## config.mk

```make
export PLATFORM = sky130hd
export DESIGN_NAME = pipe_ex_driver_flat
export DESIGN_NICKNAME = d
export VERILOG_FILES = /design/src/rtl/pipe_ex_driver_if.sv /design/src/rtl/pipe_ex_driver.sv /design/src/flat_wrapper.sv
export SDC_FILE = /design/constraint.sdc
export NUM_CORES = 1
export LEC_CHECK = 0
export CORE_ASPECT_RATIO = 0.6
export CORE_MARGIN = 3
export CORE_UTILIZATION = 35
export CTS_BUF_LIST = sky130_fd_sc_hd__clkbuf_8 sky130_fd_sc_hd__clkbuf_16
export DETAILED_ROUTE_END_ITERATION = 6
export PLACE_DENSITY_LB_ADDON = 0.25
export SLEW_MARGIN = 25
export SYNTH_ARGS = -nofsm -noshare
export SYNTH_HDL_FRONTEND = slang
export SYNTH_SLANG_ARGS = --single-unit
export TNS_END_PERCENT = 30
```

## constraint.sdc

```tcl
create_clock -name clk -period 8.95 [get_ports clk]
set_input_delay 0.895 -clock clk [delete_from_list [all_inputs] [get_ports clk]]
set_output_delay 0.895 -clock clk [all_outputs]
set_load 0.01 [all_outputs]
```

## src/rtl/pipe_ex_driver_if.sv

```systemverilog
// Operand/result bus between the driver and the pipe_ex_ arithmetic pipeline.
interface pipe_ex_driver_if #(
  parameter int N = 10
);
  logic [N-1:0] a;
  logic [N-1:0] b;
  logic [N-1:0] c;
  logic [N-1:0] d;
  logic [N-1:0] f;

  modport master (output a, b, c, d, input f);
  modport slave  (input a, b, c, d, output f);
endinterface

```

## src/rtl/pipe_ex_driver.sv

```systemverilog
// Issues a programmed run of operand vectors into the pipe_ex_ pipeline and
// checks each returned f against an expected value carried in a delay line.
//
// state | meaning
// IDLE  | waiting for start
// ISSUE | driving one vector per clock
// DRAIN | no new vectors, waiting for in-flight results
// DONE  | one-cycle done pulse
module pipe_ex_driver #(
  parameter int N       = 10,
  parameter int LAT     = 4,
  parameter int COUNT_W = 8
) (
  input  logic               clk,
  input  logic               rst,
  input  logic               start,
  input  logic [COUNT_W-1:0] num_vec,
  input  logic [N-1:0]       seed,
  pipe_ex_driver_if.master   bus,
  output logic               busy,
  output logic               done,
  output logic [COUNT_W-1:0] pass_cnt,
  output logic [COUNT_W-1:0] err_cnt,
  output logic [COUNT_W-1:0] first_err_idx
);

  localparam int TW = $clog2(LAT + 1);

  typedef enum logic [1:0] {S_IDLE, S_ISSUE, S_DRAIN, S_DONE} state_t;

  state_t             r_state;
  state_t             w_state_nxt;
  logic [TW-1:0]      r_tmr;
  logic [COUNT_W-1:0] r_k;
  logic [COUNT_W-1:0] r_nv;
  logic [N-1:0]       r_seed;
  logic [N-1:0]       r_a, r_b, r_c, r_d;

  logic               r_dl_vld [LAT];
  logic [COUNT_W-1:0] r_dl_idx [LAT];
  logic [N-1:0]       r_dl_exp [LAT];

  logic               w_accept;
  logic               w_issue;
  logic               w_last;
  logic [COUNT_W-1:0] w_k;
  logic [COUNT_W-1:0] w_nv;
  logic [N-1:0]       w_seed;
  logic [N-1:0]       w_kn;
  logic [N-1:0]       w_a, w_b, w_c, w_d, w_exp;
  logic               w_cmp;
  logic               w_match;

  // Vector 0 is issued on the accepting edge itself, so IDLE feeds the issue path
  assign w_accept = (r_state == S_IDLE) && start;
  assign w_issue  = (w_accept && (num_vec != '0)) || (r_state == S_ISSUE);
  assign w_k      = (r_state == S_ISSUE) ? r_k    : '0;
  assign w_nv     = (r_state == S_ISSUE) ? r_nv   : num_vec;
  assign w_seed   = (r_state == S_ISSUE) ? r_seed : seed;
  assign w_last   = w_issue && (w_k == (w_nv - 1'b1));

  assign w_kn  = N'(w_k);
  assign w_a   = w_seed + w_kn;
  assign w_b   = w_kn + (w_kn << 1);
  assign w_c   = w_seed - w_kn;
  assign w_d   = w_kn << 1;
  assign w_exp = w_a + w_b + w_c;

  assign w_cmp   = r_dl_vld[LAT-1];
  assign w_match = (bus.f == r_dl_exp[LAT-1]);

  assign bus.a = r_a;
  assign bus.b = r_b;
  assign bus.c = r_c;
  assign bus.d = r_d;

  always_ff @(posedge clk or posedge rst) begin
    if (rst) r_state <= S_IDLE;
    else     r_state <= w_state_nxt;
  end

  always_comb begin
    w_state_nxt = r_state;
    case (r_state)
      S_IDLE: begin
        if (start) begin
          if (num_vec == '0) w_state_nxt = S_DONE;
          else if (w_last)   w_state_nxt = S_DRAIN;
          else               w_state_nxt = S_ISSUE;
        end
      end
      S_ISSUE: if (w_last) w_state_nxt = S_DRAIN;
      S_DRAIN: if (r_tmr == '0) w_state_nxt = S_DONE;
      S_DONE:  w_state_nxt = S_IDLE;
      default: w_state_nxt = S_IDLE;
    endcase
  end

  always_comb begin
    busy = 1'b0;
    done = 1'b0;
    case (r_state)
      S_ISSUE, S_DRAIN: busy = 1'b1;
      S_DONE:           done = 1'b1;
      default: ;
    endcase
  end

  always_ff @(posedge clk or posedge rst) begin
    if (rst) begin
      r_a    <= '0;
      r_b    <= '0;
      r_c    <= '0;
      r_d    <= '0;
      r_seed <= '0;
      r_nv   <= '0;
      r_k    <= '0;
      r_tmr  <= '0;
    end else begin
      r_a <= w_issue ? w_a : '0;
      r_b <= w_issue ? w_b : '0;
      r_c <= w_issue ? w_c : '0;
      r_d <= w_issue ? w_d : '0;
      if (w_accept) begin
        r_seed <= seed;
        r_nv   <= num_vec;
        r_k    <= COUNT_W'(1);
      end else if (r_state == S_ISSUE) begin
        r_k <= r_k + 1'b1;
      end
      // DRAIN lasts one cycle beyond the last compare
      if (w_last)                                   r_tmr <= TW'(LAT);
      else if ((r_state == S_DRAIN) && (r_tmr != '0)) r_tmr <= r_tmr - 1'b1;
    end
  end

  always_ff @(posedge clk or posedge rst) begin
    if (rst) begin
      for (int i = 0; i < LAT; i++) begin
        r_dl_vld[i] <= 1'b0;
        r_dl_idx[i] <= '0;
        r_dl_exp[i] <= '0;
      end
    end else begin
      r_dl_vld[0] <= w_issue;
      r_dl_idx[0] <= w_k;
      r_dl_exp[0] <= w_exp;
      for (int i = 1; i < LAT; i++) begin
        r_dl_vld[i] <= r_dl_vld[i-1];
        r_dl_idx[i] <= r_dl_idx[i-1];
        r_dl_exp[i] <= r_dl_exp[i-1];
      end
    end
  end

  always_ff @(posedge clk or posedge rst) begin
    if (rst) begin
      pass_cnt      <= '0;
      err_cnt       <= '0;
      first_err_idx <= '0;
    end else if (w_accept) begin
      pass_cnt      <= '0;
      err_cnt       <= '0;
      first_err_idx <= '0;
    end else if (w_cmp) begin
      if (w_match) begin
        if (pass_cnt != '1) pass_cnt <= pass_cnt + 1'b1;
      end else begin
        if (err_cnt == '0) first_err_idx <= r_dl_idx[LAT-1];
        if (err_cnt != '1) err_cnt <= err_cnt + 1'b1;
      end
    end
  end

endmodule
```

## src/flat_wrapper.sv

```systemverilog
// flat-port wrapper written by rule: the top's interface ports become plain ports
module pipe_ex_driver_flat 
#(
  parameter int N       = 10,
  parameter int LAT     = 4,
  parameter int COUNT_W = 8
)
  (clk, rst, start, num_vec, seed, busy, done, pass_cnt, err_cnt, first_err_idx, bus_a, bus_b, bus_c, bus_d, bus_f);
  pipe_ex_driver_if #(.N(N)) bus_i ();
  input  logic clk;
  input  logic rst;
  input  logic start;
  input  logic [COUNT_W-1:0] num_vec;
  input  logic [N-1:0] seed;
  output logic busy;
  output logic done;
  output logic [COUNT_W-1:0] pass_cnt;
  output logic [COUNT_W-1:0] err_cnt;
  output logic [COUNT_W-1:0] first_err_idx;
  output wire logic [$bits(bus_i.a)-1:0] bus_a;
  output wire logic [$bits(bus_i.b)-1:0] bus_b;
  output wire logic [$bits(bus_i.c)-1:0] bus_c;
  output wire logic [$bits(bus_i.d)-1:0] bus_d;
  input wire logic [$bits(bus_i.f)-1:0] bus_f;
  assign bus_a = bus_i.a;
  assign bus_b = bus_i.b;
  assign bus_c = bus_i.c;
  assign bus_d = bus_i.d;
  assign bus_i.f = bus_f;
  pipe_ex_driver #(.N(N), .LAT(LAT), .COUNT_W(COUNT_W)) u_core (.clk(clk), .rst(rst), .start(start), .num_vec(num_vec), .seed(seed), .bus(bus_i), .busy(busy), .done(done), .pass_cnt(pass_cnt), .err_cnt(err_cnt), .first_err_idx(first_err_idx));
endmodule
```

# Word-level counts from Yosys, hierarchy flattened
# Cells that the tools add are included.
classes:
  add_sub_neg: 10
  eq_ne: 11
  muxes: 31
  n_reduce_logical: 23
op_table:
  columns: ["operator", "count"]
  rows:
  - ["$mux W8", 16]
  - ["$mux W10", 4]
  - ["$add A8 B1 Y8 const B", 3]
  - ["$add A10 B10 Y10", 2]
  - ["$logic_not A8 Y1", 2]
  - ["$ne A8 B8 Y1 const B", 2]
  - ["$reduce_bool A2 Y1", 7]
  - ["$reduce_and A3 Y1", 4]
  - ["$add A10 B8 Y10", 1]
  - ["$add A8 B9 Y10", 1]
  - ["$eq A10 B10 Y1", 1]
  - ["$mux W2", 5]
  - ["$sub A10 B8 Y10", 1]
  - ["$mux W9", 1]
  - ["$eq A8 B8 Y1", 1]
  - ["$pmux W2 S4", 1]
  - ["$reduce_bool A8 Y1", 1]
  - ["$sub A8 B1 Y8 const B", 1]
  - ["$mux W3", 2]
  - ["$ne A2 B1 Y1 const B", 3]
  - ["$eq A2 B2 Y1 const B", 2]
  - ["$logic_and A1 B1 Y1", 4]
  - ["$logic_not A3 Y1", 1]
  - ["$reduce_bool A3 Y1", 1]
  - ["other kinds (7)", 8]
totals:
  ff_bits: 171
  inputBits: 31
  output_inout_bits: 66

# Logic depth before layout (Yosys ltp)
logic_depth:
  ltp_word: 9
  mapped_depth: 23
  mapped_depth_nobuf: 20

# Least setup slack after synthesis
# OpenSTA, ideal clock, no wires.
synth_path:
  kind: "register to register"
  from: "reg u_core.r_state[1]"
  to: "reg u_core.r_dl_exp[39] in the netlist's numbering"
  arrival_time_ps: 4655
  required_ps: 8816
  slack_ps: 4161
  stages_incl_launch_ff: 22
  path_buffers: 2
  synth_period_minus_slack_ps: 4789
  cell_sequence: "dfrtp_1 -> inv_1 -> ha_1 -> buf_6 -> clkbuf_1 -> mux2_2 -> ha_1 -> fa_1 -> nand2b_1 -> a21oi_1 -> or4_1 -> a31oi_1 -> o21bai_1 -> xnor2_1 -> fa_1 -> inv_1 -> ha_1 -> o21a_1 -> nor2_1 -> a21oi_1 -> xor2_1 -> xnor3_1"
synth_via:
  elab_chain_cells: 5
synth_rtl:
  columns: ["element", "line_no", "text"]
  rows:
  - ["start: declaration", "pipe_ex_driver.sv:31", "state_t r_state;"]
  - ["start signal: assignment", "pipe_ex_driver.sv:79", "else r_state <= w_state_nxt;"]
  - ["$eq A2 B1 Y1 *", "pipe_ex_driver.sv:57, pipe_ex_driver.sv:59", null]
  - ["$mux W10 or $mux W8 (tied branches)", "pipe_ex_driver.sv:59, pipe_ex_driver.sv:57", null]
  - ["$add A10 B8 Y10 or $add A8 B9 Y10 (tied branches)", "pipe_ex_driver.sv:63, pipe_ex_driver.sv:64", null]
  - ["$add A10 B10 Y10", "pipe_ex_driver.sv:67", "assign w_exp = w_a + w_b + w_c;"]
  - ["$add A10 B10 Y10 *", "pipe_ex_driver.sv:67", null]
  - ["named net u_core.w_exp[9]", "pipe_ex_driver.sv:50", "logic [N-1:0] w_a, w_b, w_c, w_d, w_exp;"]
  - ["end signal: indexed assignment", "pipe_ex_driver.sv:151", "r_dl_exp[i] <= r_dl_exp[i-1];"]
  - ["end: declaration", "pipe_ex_driver.sv:41", "logic [N-1:0] r_dl_exp [LAT];"]
# The timed path passes the listed nets; every way through them passes the cells marked *.
# A chain may end at the register's enable or synchronous reset.

# Worst setup path after layout
# Same ends and word-level chain as after synthesis.

==> flow_summary.toml <==
[status]
status = "complete, no violations"

[power]
p_seq_frac = 0.308
swShare = 0.389
finalPower_mw = 3.46
switchingPower_mw = 1.35
combPwrFrac = 0.481
vdd_ir_drop_max_uv = 190
p_per_area_mw_per_mm2 = 372
leakage_nw = 4.46
clock_power_share = 0.211
internal-power_mw = 2.11

[floorplan]
die_h_um = 120
initial_utilization = 0.359
die_x_um = 196
core_area_mm2 = 0.0211
io_pins = 97
row_count = 41
die_area_mm2 = 0.0235

[place]
place_inst = 1044
gp_congestion = 0.867
port_buffers = 94
dp_slack_ns = 3.64
dp_hpwl_mm = 12.3

[worst_setup_path]
r2r_slack_ns = 3.65
worstSetupPathType = "flip-flop to flip-flop"
cp_top_family = "adder cells"
arrival_ns = 5.61
critPathMaxStageDelay_ns = 0.78
r2r-start = "u_core.r_state[1]$_DFFE_PP0P_"
crit_chain = "inv_1 -> ha_1 -> and2_1 -> xnor2_1 -> ha_1 -> a211oi_1 -> a31oi_1 -> a2bb2oi_1 -> a21oi_1 -> a21oi_1 -> fa_1 -> inv_1 -> ha_1 -> nor2b_1 -> o21ai_0 -> a21boi_0 -> o21ai_0 -> a21oi_1 -> xor2_1 -> xnor3_1"
startpoint_type = "flip-flop"
path_buf_inv = 2
critPathMaxFanout = 18
required_ns = 9.26
reg2reg_depth = 20
worstReg2RegEnd = "u_core.r_dl_exp[39]$_DFF_PP0_"
cp-end-kind = "flip-flop"
critical_path.slowest_cell = "ha_1"

[global_route]
antenna_found_initial = 0
grt_pass1_wl_mm = 27.4
grtUsageTotal = 0.152
grt_pass1_vias = 4944
overflow = 0
grt_max_degree = 92

[yosys]
ys_seq_area_frac = 0.512
synthAdderAreaFrac = 0.0990
synth_xor_area_frac = 0.0904
ys.flop_type = "dfrtp_1"
synth_top_family_by_area = "simple AND/OR/NAND/NOR gates"
synth-edff-count = 0
synth_cells = 702
ys_types = 65
ys_ff_latch = 155
synth.area.mux_share = 0.0360
postSynthAreaPerCell_um2 = 10.8
syn_area_mm2 = 0.00758
synth_simple_gate_area_frac = 0.138
synth_warnings = 0
synth-async-reset-ratio = 1.00
synth_compound_area_frac = 0.0741

[detailed_routing]
drc = 0
wl_per_cell_um = 15.6
drt_iter0_markers = 297
ant_nets = 0
drtPass1Iterations = 4
drt_wl_total_mm = 16.7
dr_total_vias = 4962
via_per_inst = 4.61

[clock_network]
cts_resized = 0
ctsRootBufferMaster = "clkbuf_16"
cts_max_path_buffers = 2
cts_sinks = 155
cts_hold_buf = 0
path_clk_slew_ns = 0.07
cts-htree-levels = 4
cts_tree = "yes"
clk_latency_ns = 0.43
postCtsSetupBuffers = 0
cts_made_buffers = 17

[min_path]
hold_end = "u_core.r_dl_exp[10]$_DFF_PP0_"
hold_class = "flip-flop to flip-flop"
hp-start = "u_core.r_dl_exp[20]$_DFF_PP0_"
min_delay_path_depth = 0

[sta]
skew_ns = 0.00790
setup_violations = 0
min_period_ns = 5.30
tightest_slew_ns = 0.921
fmax_mhz = 189
setup_tns_ns = 0
hold_viol = 0
drv_slew = 0
period_share = 0.592
worst_slack_ns = 3.65
relSlewSlack = 0.386
rsz0062_at_grt = "no"

[layout]
fin_nets = 869
final_util = 0.441
final_cells = 1076
layout-drive-gt1-share = 0.0853
antenna_cells = 0
syn_to_final_growth_pct = 22.8

[flow_run]
cap_violations = 0
layout by cell type, fill, tap and decap left out, drive strengths merged, types with 7 or more instances in the layout:
cell           netlist  layout
xor2                39      39
o21ai               12      12
nor2                80      80
o31ai                7       7
nand2               81      81
nor3                13      13
xnor2               35      35
nand4                8       8
ha                  44      44
nor2b               12      12
clkdlybuf4s50        0      94
nand3               12      12
clkbuf              13      18
mux2                 8       8
a21oi               22      22
mux2i               17      17
fa                  10      10
and3                 7       7
dfrtp              155     155
inv                 47      51
clkinv               0       7
power by group through the flow:
stage               sequential [mW]  combinational (mW)  clock, mW
floorplan                      1.05                1.25          0
global placement               1.08                1.65          0
detailed placement             1.08                1.67          0
CTS                            1.07                1.68      0.753
global route                   1.09                1.89      0.787
finish                         1.07                1.67      0.731
synth_stat cells (2+ instances only):
library cell | count | area share
ha_1 | 44 | 0.073
and2_1 | 3 | 0.0025
o31ai_2 | 2 | 0.0033
mux2_2 | 8 | 0.012
and3_1 | 7 | 0.0058
nand4_2 | 2 | 0.0033
xnor2_1 | 34 | 0.039
o21a_1 | 3 | 0.0030
xor2_1 | 38 | 0.044
nand2b_1 | 5 | 0.0041
nor2_1 | 79 | 0.039
clkbuf_1 | 13 | 0.0064
buf_2 | 7 | 0.0046
o21ai_0 | 11 | 0.0073
dfrtp_1 | 155 | 0.51
a21oi_1 | 21 | 0.014
inv_1 | 47 | 0.023
nand4_1 | 6 | 0.0050
o31ai_1 | 5 | 0.0050
o21bai_1 | 4 | 0.0040
mux2i_1 | 16 | 0.021
a211oi_1 | 2 | 0.0020
fa_1 | 10 | 0.026
nand2_1 | 81 | 0.040
nor4_2 | 2 | 0.0033
nand3_1 | 12 | 0.0079
buf_4 | 14 | 0.014
nor2b_1 | 12 | 0.0099
nor3_1 | 12 | 0.0079
a211oi_2 | 2 | 0.0033
a21o_1 | 4 | 0.0040
a31oi_1 | 5 | 0.0041
o21ba_2 | 4 | 0.0053
logic make-up (layout without fill, tap and decap cells):
family | Yosys count | after routing
flip-flops | 155 | 155
other | 1 | 2
XOR/XNOR | 75 | 75
adder cells (fa/ha/maj) | 54 | 54
buffers and inverters | 83 | 177
multiplexers | 25 | 25
AO/OA/AOI/OAI | 79 | 79
AND/OR/NAND/NOR | 230 | 230
sequential cells by signal, indices dropped and copies added (netlist names):
name / flops
u_core.w_cmp: 1
u_core.r_nv: 8
u_core.pass_cnt: 8
u_core.r_dl_idx: 21
u_core.r_seed: 10
u_core.bus.c: 9
u_core.first_err_idx: 8
u_core.r_dl_vld: 3
u_core.r_k: 8
u_core.r_tmr: 3
u_core.bus.a: 10
u_core.r_dl_exp: 40
u_core.bus.d: 7
u_core.bus.b: 9
u_core.err_cnt: 8
u_core.r_state: 2
through the flow:
stage | cell area, µm² | hold WS [ns]
after global routing | 9310 | 0.354
after global placement | 8710 | 0.332
after CTS | 9310 | 0.348
final | 9310 | 0.347
after floorplan | 7580 | 0.331
after detailed placement | 8710 | 0.335
per-layer routing:
metal	wire (µm)	share of wire	global-route usage	vias to the layer above
met3	1200	0.072	0.0527	14
met5	0	0	0	-
met4	175	0.010	0.0347	0
met2	6450	0.38	0.196	122
li1	-	-	-	2456
met1	8920	0.53	0.241	2370
how the worst max path moves through the flow:
stage	depth (start not counted)	endpoint	start
5_1_grt	20	u_core.r_dl_exp[39]$_DFF_PP0_	u_core.r_state[1]$_DFFE_PP0P_
6_report	20	u_core.r_dl_exp[39]$_DFF_PP0_	u_core.r_state[1]$_DFFE_PP0P_
2_1_floorplan	1	u_core.bus.a[0]$_DFF_PP0_	rst
3_5_place_dp	18	u_core.r_dl_exp[39]$_DFF_PP0_	u_core.r_state[1]$_DFFE_PP0P_
4_1_cts	18	u_core.r_dl_exp[39]$_DFF_PP0_	u_core.r_state[1]$_DFFE_PP0P_
3_3_place_gp	18	u_core.r_dl_exp[39]$_DFF_PP0_	u_core.r_state[1]$_DFFE_PP0P_
area by class of cell:
class | instances | area, µm²
clock inverter | 14 | 163
tap | 279 | 349
multi-input combinational | 465 | 3330
timing repair buffer | 98 | 971
inverter | 47 | 181
clock buffer | 18 | 439
fill | 2027 | 11800
sequential | 155 | 3880
No activity file was read; power rests on OpenSTA's default activity.
